--- src/rtl/alu_seq_ctrl.sv ---
// Multi-cycle ALU sequencer: single-cycle logic/arithmetic ops, shifts iterated one bit per cycle.
// busy_o stalls the pipeline while a shift runs; done_o pulses with the registered result.
module alu_seq_ctrl #(
    parameter int XLEN = 32,
    parameter int SHW  = 5
) (
    input  logic            clk,
    input  logic            reset,
    input  logic            start_i,
    input  logic [3:0]      ctrl_i,
    input  logic [XLEN-1:0] a_i,
    input  logic [XLEN-1:0] b_i,
    output logic            busy_o,
    output logic            done_o,
    output logic [XLEN-1:0] result_o,
    output logic            zero_o,
    output logic            illegal_o
);

    typedef enum logic {
        IDLE,
        SHIFT
    } state_t;

    typedef enum logic [1:0] {
        SH_LL,
        SH_RL,
        SH_RA
    } shop_t;

    localparam logic [3:0] OP_ADD = 4'b0000;
    localparam logic [3:0] OP_SUB = 4'b0001;
    localparam logic [3:0] OP_SLL = 4'b0010;
    localparam logic [3:0] OP_XOR = 4'b0011;
    localparam logic [3:0] OP_SRL = 4'b0100;
    localparam logic [3:0] OP_SRA = 4'b0101;
    localparam logic [3:0] OP_OR  = 4'b0110;
    localparam logic [3:0] OP_AND = 4'b0111;

    localparam logic [SHW-1:0] CNT_ONE = SHW'(1);

    state_t            state_q, state_d;
    shop_t             shop_q, shop_d;
    logic [XLEN-1:0]   acc_q, acc_d;
    logic [SHW-1:0]    cnt_q, cnt_d;
    logic [XLEN-1:0]   result_q, result_d;
    logic              done_q, done_d;
    logic              illegal_q, illegal_d;
    logic [XLEN-1:0]   shifted;
    logic [SHW-1:0]    shamt;

    assign shamt = b_i[SHW-1:0];

    // One-bit step of the accumulator; SRA replicates the MSB, which still holds the original sign.
    always_comb begin
        shifted = acc_q;
        case (shop_q)
            SH_LL:   shifted = {acc_q[XLEN-2:0], 1'b0};
            SH_RL:   shifted = {1'b0, acc_q[XLEN-1:1]};
            SH_RA:   shifted = {acc_q[XLEN-1], acc_q[XLEN-1:1]};
            default: shifted = acc_q;
        endcase
    end

    always_comb begin
        state_d   = state_q;
        shop_d    = shop_q;
        acc_d     = acc_q;
        cnt_d     = cnt_q;
        result_d  = result_q;
        done_d    = 1'b0;
        illegal_d = 1'b0;

        case (state_q)
            IDLE: begin
                if (start_i) begin
                    done_d = 1'b1;
                    case (ctrl_i)
                        OP_ADD: result_d = a_i + b_i;
                        OP_SUB: result_d = a_i - b_i;
                        OP_XOR: result_d = a_i ^ b_i;
                        OP_OR:  result_d = a_i | b_i;
                        OP_AND: result_d = a_i & b_i;
                        OP_SLL, OP_SRL, OP_SRA: begin
                            // A zero shift amount completes immediately with the operand unchanged.
                            if (shamt == '0) begin
                                result_d = a_i;
                            end else begin
                                done_d  = 1'b0;
                                acc_d   = a_i;
                                cnt_d   = shamt;
                                state_d = SHIFT;
                                if (ctrl_i == OP_SLL)
                                    shop_d = SH_LL;
                                else if (ctrl_i == OP_SRL)
                                    shop_d = SH_RL;
                                else
                                    shop_d = SH_RA;
                            end
                        end
                        default: begin
                            result_d  = '0;
                            illegal_d = 1'b1;
                        end
                    endcase
                end
            end
            SHIFT: begin
                acc_d = shifted;
                cnt_d = cnt_q - CNT_ONE;
                if (cnt_q == CNT_ONE) begin
                    result_d = shifted;
                    done_d   = 1'b1;
                    state_d  = IDLE;
                end
            end
            default: state_d = IDLE;
        endcase
    end

    always_ff @(posedge clk or posedge reset) begin
        if (reset) begin
            state_q   <= IDLE;
            shop_q    <= SH_LL;
            acc_q     <= '0;
            cnt_q     <= '0;
            result_q  <= '0;
            done_q    <= 1'b0;
            illegal_q <= 1'b0;
        end else begin
            state_q   <= state_d;
            shop_q    <= shop_d;
            acc_q     <= acc_d;
            cnt_q     <= cnt_d;
            result_q  <= result_d;
            done_q    <= done_d;
            illegal_q <= illegal_d;
        end
    end

    assign busy_o    = (state_q == SHIFT);
    assign done_o    = done_q;
    assign illegal_o = illegal_q;
    assign result_o  = result_q;
    assign zero_o    = (result_q == '0);

endmodule

--- config.mk ---
export PLATFORM = sky130hd
export DESIGN_NAME = alu_seq_ctrl
export DESIGN_NICKNAME = d
export VERILOG_FILES = /design/src/rtl/alu_seq_ctrl.sv
export SDC_FILE = /design/constraint.sdc
export NUM_CORES = 1
export LEC_CHECK = 0
export ABC_AREA = 1
export CAP_MARGIN = 15
export CORE_AREA = 2 2 127 129
export DETAILED_ROUTE_END_ITERATION = 10
export DIE_AREA = 0 0 129 131
export MAX_ROUTING_LAYER = met4
export PLACE_DENSITY = 0.82
export SETUP_SLACK_MARGIN = 0.5
export SLEW_MARGIN = 30
export SYNTH_ARGS = -nofsm -noshare
export SYNTH_HDL_FRONTEND = slang
export SYNTH_SLANG_ARGS = --single-unit
--- constraint.sdc ---
create_clock -name clk -period 3.7 [get_ports clk]
set_input_delay 1.11 -clock clk [delete_from_list [all_inputs] [get_ports clk]]
set_output_delay 1.11 -clock clk [all_outputs]
set_load 0.03 [all_outputs]
==> impl.org <==
** Run status
- Result of the run :: complete, but fails checks
- The final reports fail on setup timing.

** Clocking
- Clk Latency, worst-skew pair :: 0.34 ns
- CTS clock-pin slew for the worst setup and hold paths :: 0.06 ns
- Maximum level of the CTS H-tree :: 3
- Root buffer selected by CTS :: sky130_fd_sc_hd__clkbuf_16
- TritonCTS clock tree :: yes
- Clock sink count :: 74
- Number of clock buffers inserted by TritonCTS :: 9
- Number of buffers inserted by hold repair at cts :: 0
- The clock passes through at most 2 buffers.

** Route
- The pre-antenna-repair detailed-routing pass consisted of 7 iterations.
- In the final routed layout, each cell accounts on average for 20.3 microns.
- Vias per std cell :: 6.13
- Across all layers, the routed design uses 11800 vias.
- Final wirelength :: 39000 microns
- Remaining design rule violation count :: 0
- Post-route ant nets :: 0
- Starting DRT DRC Count :: 1565

** Synth
- Among all flip-flop cells after synthesis, the most frequent one is sky130_fd_sc_hd__dfrtp_1.
- After synthesis, the mean cell area works out to 6.24 sq um.
- Ranked by total cell area, the synthesized netlist is headed by sky130_fd_sc_hd__dfrtp_1 21%, sky130_fd_sc_hd__nand2_1 15%, sky130_fd_sc_hd__ha_1 14%.
- Multiplexer share of the synthesized area :: 0
- In the synthesized netlist the async set-or-reset flop fraction comes to 1.00.
- Syn Inst Count :: 1424
- Of the total synthesized cell area, the portion taken by XOR and XNOR cells is 0.0296.
- Post-synth design cell area :: 8890 sq um
- The share of synthesized area in the top cell type comes to 0.208.
- Adder-Cell Fraction of Synth Area :: 0.142
- Synthesized net count :: 1595
- Main combinational cell family by area after synthesis :: simple AND/OR/NAND/NOR gates
- In this run, synthesis inferred 0 flip-flops with an integrated enable.
- Synthesis warning total :: 0
- Unique cell type count in the Yosys netlist :: 54
- The largest total area in the synthesized netlist belongs to sky130_fd_sc_hd__dfrtp_1.
- The synthesized design contains 74 register bits.
- Part of the Yosys area used for sequential elements :: 0.208
- Of the total synthesized cell area, the portion taken by AND, OR, NAND and NOR gates is 0.297.
- The share of the synthesized area in compound gates (AO/OA/AOI/OAI) was 0.203.

** Worst setup path
- Crit-path max FO :: 4
- At the worst endpoint, the arrival time is 4.50 ns.
- Data on the critical path is required at its endpoint by 3.96 ns.
- In this run the worst setup path begins at b_i[1].
- Max stage delay cell, worst path :: sky130_fd_sc_hd__ha_4
- In this run the critical register-to-register path is launched from busy_o.
- Kind of launch point of the worst setup path :: primary input
- Cell type with the highest occurrence count on the critical path :: sky130_fd_sc_hd__nand2_2
- For this run, the slowest stage of the critical path takes 0.34 ns.
- Element type at the critical path end :: flop
- Path type of the worst setup path :: in2reg

** Timing
- Setup repair after global routing could not meet its margin everywhere.
- Final Hold Fails :: 0
- For the final routed database, the setup TNS stands at -7.63 ns.
- The number of max-slew violations in the final report was 0.
- Final setup margin :: -0.539 ns
- The tightest hold path in the finished design has a slack of 0.519 ns.
- For the pin with the worst max-slew slack, the measured transition is 0.686 ns.
- Post-Route Skew :: 0.00588 ns
- Fin crit share :: 1.15
- Headroom to the max-slew limit came out at 0.542.
- F_max :: 236 MHz
- The worst path in the final design needs a cycle of 4.24 ns, including I/O delays and setup.
- Setup violations remaining at the end of the flow were counted as 21.

** Global routing
- The number of antenna violations at the first check in global routing was 1.
- For this run, the total global-route usage over all layers was measured as 0.419.
- The total overflow left after global routing is 0.
- The number of global-route vias before repair came to 10200.
- Entering global routing, the biggest net connects 60 pins.
- The first global-routing pass estimated 53500 microns of wire.

** Placement
- At the placement stage, the worst setup path has a slack of -1.02 ns.
- Routability-driven placement finished with a final weighted congestion of 1.03.
- Detailed placement ended at an HPWL of 26000 microns.
- Input and output buffers added on the ports amount to 106.

** Pwr
- PnR Total Power :: 0.00676 W
- In this run the power density over the cells is 504 nW/um^2.
- Leak Pwr :: 6.62 nW
- Peak supply drop :: 0.000506 V

** Finish
- Relative to the synthesized area, the layout overhead comes to 50.9%.
- In the final layout, the share of cells above drive strength 1 is 0.316.
- Core utilization of the finished layout :: 0.860
- For this run, the post-layout net count is 1870.

** Worst hold path
- The worst hold path begins at acc_q[22].
- The worst hold path belongs to the class reg2reg.

** Floorplan
- I/O pin count :: 107
- Area of the core region :: 15600 sq um
- The initial utilization of the core area, before any placement, comes to 0.570.
- Count of standard-cell rows :: 46
- Die outline width :: 129 microns
- Floorplan die area :: 16900 sq um
- The die is 131 microns tall.

** Job
- Across the run, the number of max-cap violations was 0.
routing by layer:
metal / track usage / wire, microns / up-vias
met5: - / 0 / -
met1: 0.565 / 15100 / 5459
met2: 0.648 / 17200 / 903
met4: 0.101 / 1890 / 0
met3: 0.0879 / 4710 / 201
li1: - / - / 5204
critical path: cells and delay by family:
kind,cells,cell delay [ns]
simple gates,15,1.84
fa+ha+maj,2,0.48
compound gates,1,0.17
buf+inv,7,0.66
xor+xnor,1,0.23
final timing paths:
| path | to | slack [ns] | cells past startpoint |
|---|---|---|---|
| min in group asynchronous | acc_q[26] | 1.20 | 2 |
| worst max register to register | result_o[26] | 1.14 | 8 |
| worst min-delay path | acc_q[22] | 0.52 | 2 |
| max in group asynchronous | cnt_q[0] | 1.80 | 3 |
| worst min register to register | acc_q[22] | 0.52 | 2 |
| worst max-delay path | result_o[21] | -0.54 | 26 |
logic make-up (layout without fill, tap and decap cells):
logic type	after synthesis	after routing
other	0	1
and+or+nand+nor	643	643
buffers and inverters	276	556
AOI/OAI and AO/OA	301	301
adders and majority gates	100	100
xor gates and xnor gates	30	30
DFF	74	74
flip-flops by register name, indices dropped and copies added (netlist names):
name,count
result_o,32
done_o,1
busy_o,1
acc_q,32
shop_q,2
illegal_o,1
cnt_q,5
report_power, final:
part | switching [W] | internal, W
Sequential | 0.000301 | 0.00121
Clock | 0.000338 | 0.000644
Combinational | 0.00268 | 0.00159
Total | 0.00331 | 0.00345
through the flow:
stage,area [sq um],std cells
floorplan,9040,1424
global placement,11500,1866
detailed placement,11500,1866
CTS,12600,1900
global route,13400,1921
finish,13400,1921
Yosys cell counts (all sizes together) (2+ instances only):
master / count
buf: 19
nand2: 362
o21ai: 117
o31ai: 6
a21oi: 84
o221ai: 8
inv: 230
clkbuf: 26
nand3: 53
o22ai: 26
a31oi: 11
or2: 6
a221oi: 29
xor2: 29
a21o: 3
a22oi: 3
nand3b: 8
nor4: 10
dfrtp: 74
ha: 99
o21bai: 2
o211ai: 7
nand4: 7
nor3: 13
o41ai: 2
nor2: 181
area by class of cell:
| cell class | instances | area (sq um) |
|---|---|---|
| antenna | 1 | 2.50 |
| clock buffer | 12 | 267 |
| clock inverter | 4 | 72.6 |
| fill | 942 | 2180 |
| inverter | 231 | 903 |
| multi-input combinational | 1074 | 7340 |
| sequential | 74 | 1850 |
| tap | 216 | 270 |
| timing repair buffer | 309 | 2710 |
what timing repair did:
action                                  4_1_cts  5_1_grt
gates resized for setup                     218      188
setup buffers                                18       20
endpoints found under the setup margin       30       29
pin swaps                                   101      124
cells in the final DEF (no fill, tap or decap), types with 6 or more instances in the layout:
master	netlist	layout
sky130_fd_sc_hd__nand2_1	359	250
sky130_fd_sc_hd__inv_1	224	197
sky130_fd_sc_hd__buf_4	1	177
sky130_fd_sc_hd__nor2_1	177	144
sky130_fd_sc_hd__o21ai_0	108	98
sky130_fd_sc_hd__nand2_2	2	90
sky130_fd_sc_hd__clkdlybuf4s50_1	0	85
sky130_fd_sc_hd__ha_1	99	79
sky130_fd_sc_hd__dfrtp_1	74	74
sky130_fd_sc_hd__a21oi_1	83	50
sky130_fd_sc_hd__a21oi_2	1	29
sky130_fd_sc_hd__a221oi_1	27	27
sky130_fd_sc_hd__xor2_1	29	27
sky130_fd_sc_hd__inv_2	5	26
sky130_fd_sc_hd__o22ai_1	26	26
sky130_fd_sc_hd__nand3_2	1	26
sky130_fd_sc_hd__nand2_4	1	22
sky130_fd_sc_hd__nor2_4	1	21
sky130_fd_sc_hd__nand3_1	52	19
sky130_fd_sc_hd__buf_6	2	18
sky130_fd_sc_hd__nor2_2	3	16
sky130_fd_sc_hd__ha_4	0	14
sky130_fd_sc_hd__a31oi_1	11	11
sky130_fd_sc_hd__o21ai_1	6	9
sky130_fd_sc_hd__clkbuf_16	0	9
sky130_fd_sc_hd__dlygate4sd2_1	0	9
sky130_fd_sc_hd__nand3_4	0	8
sky130_fd_sc_hd__nand3b_1	8	8
sky130_fd_sc_hd__buf_12	0	8
sky130_fd_sc_hd__o221ai_1	8	7
sky130_fd_sc_hd__o211ai_1	7	7
sky130_fd_sc_hd__nand4_1	7	7
sky130_fd_sc_hd__nor3_1	11	6
sky130_fd_sc_hd__nor4_1	10	6
sky130_fd_sc_hd__ha_2	0	6
Note: power is estimated with default switching activity, not from simulation.
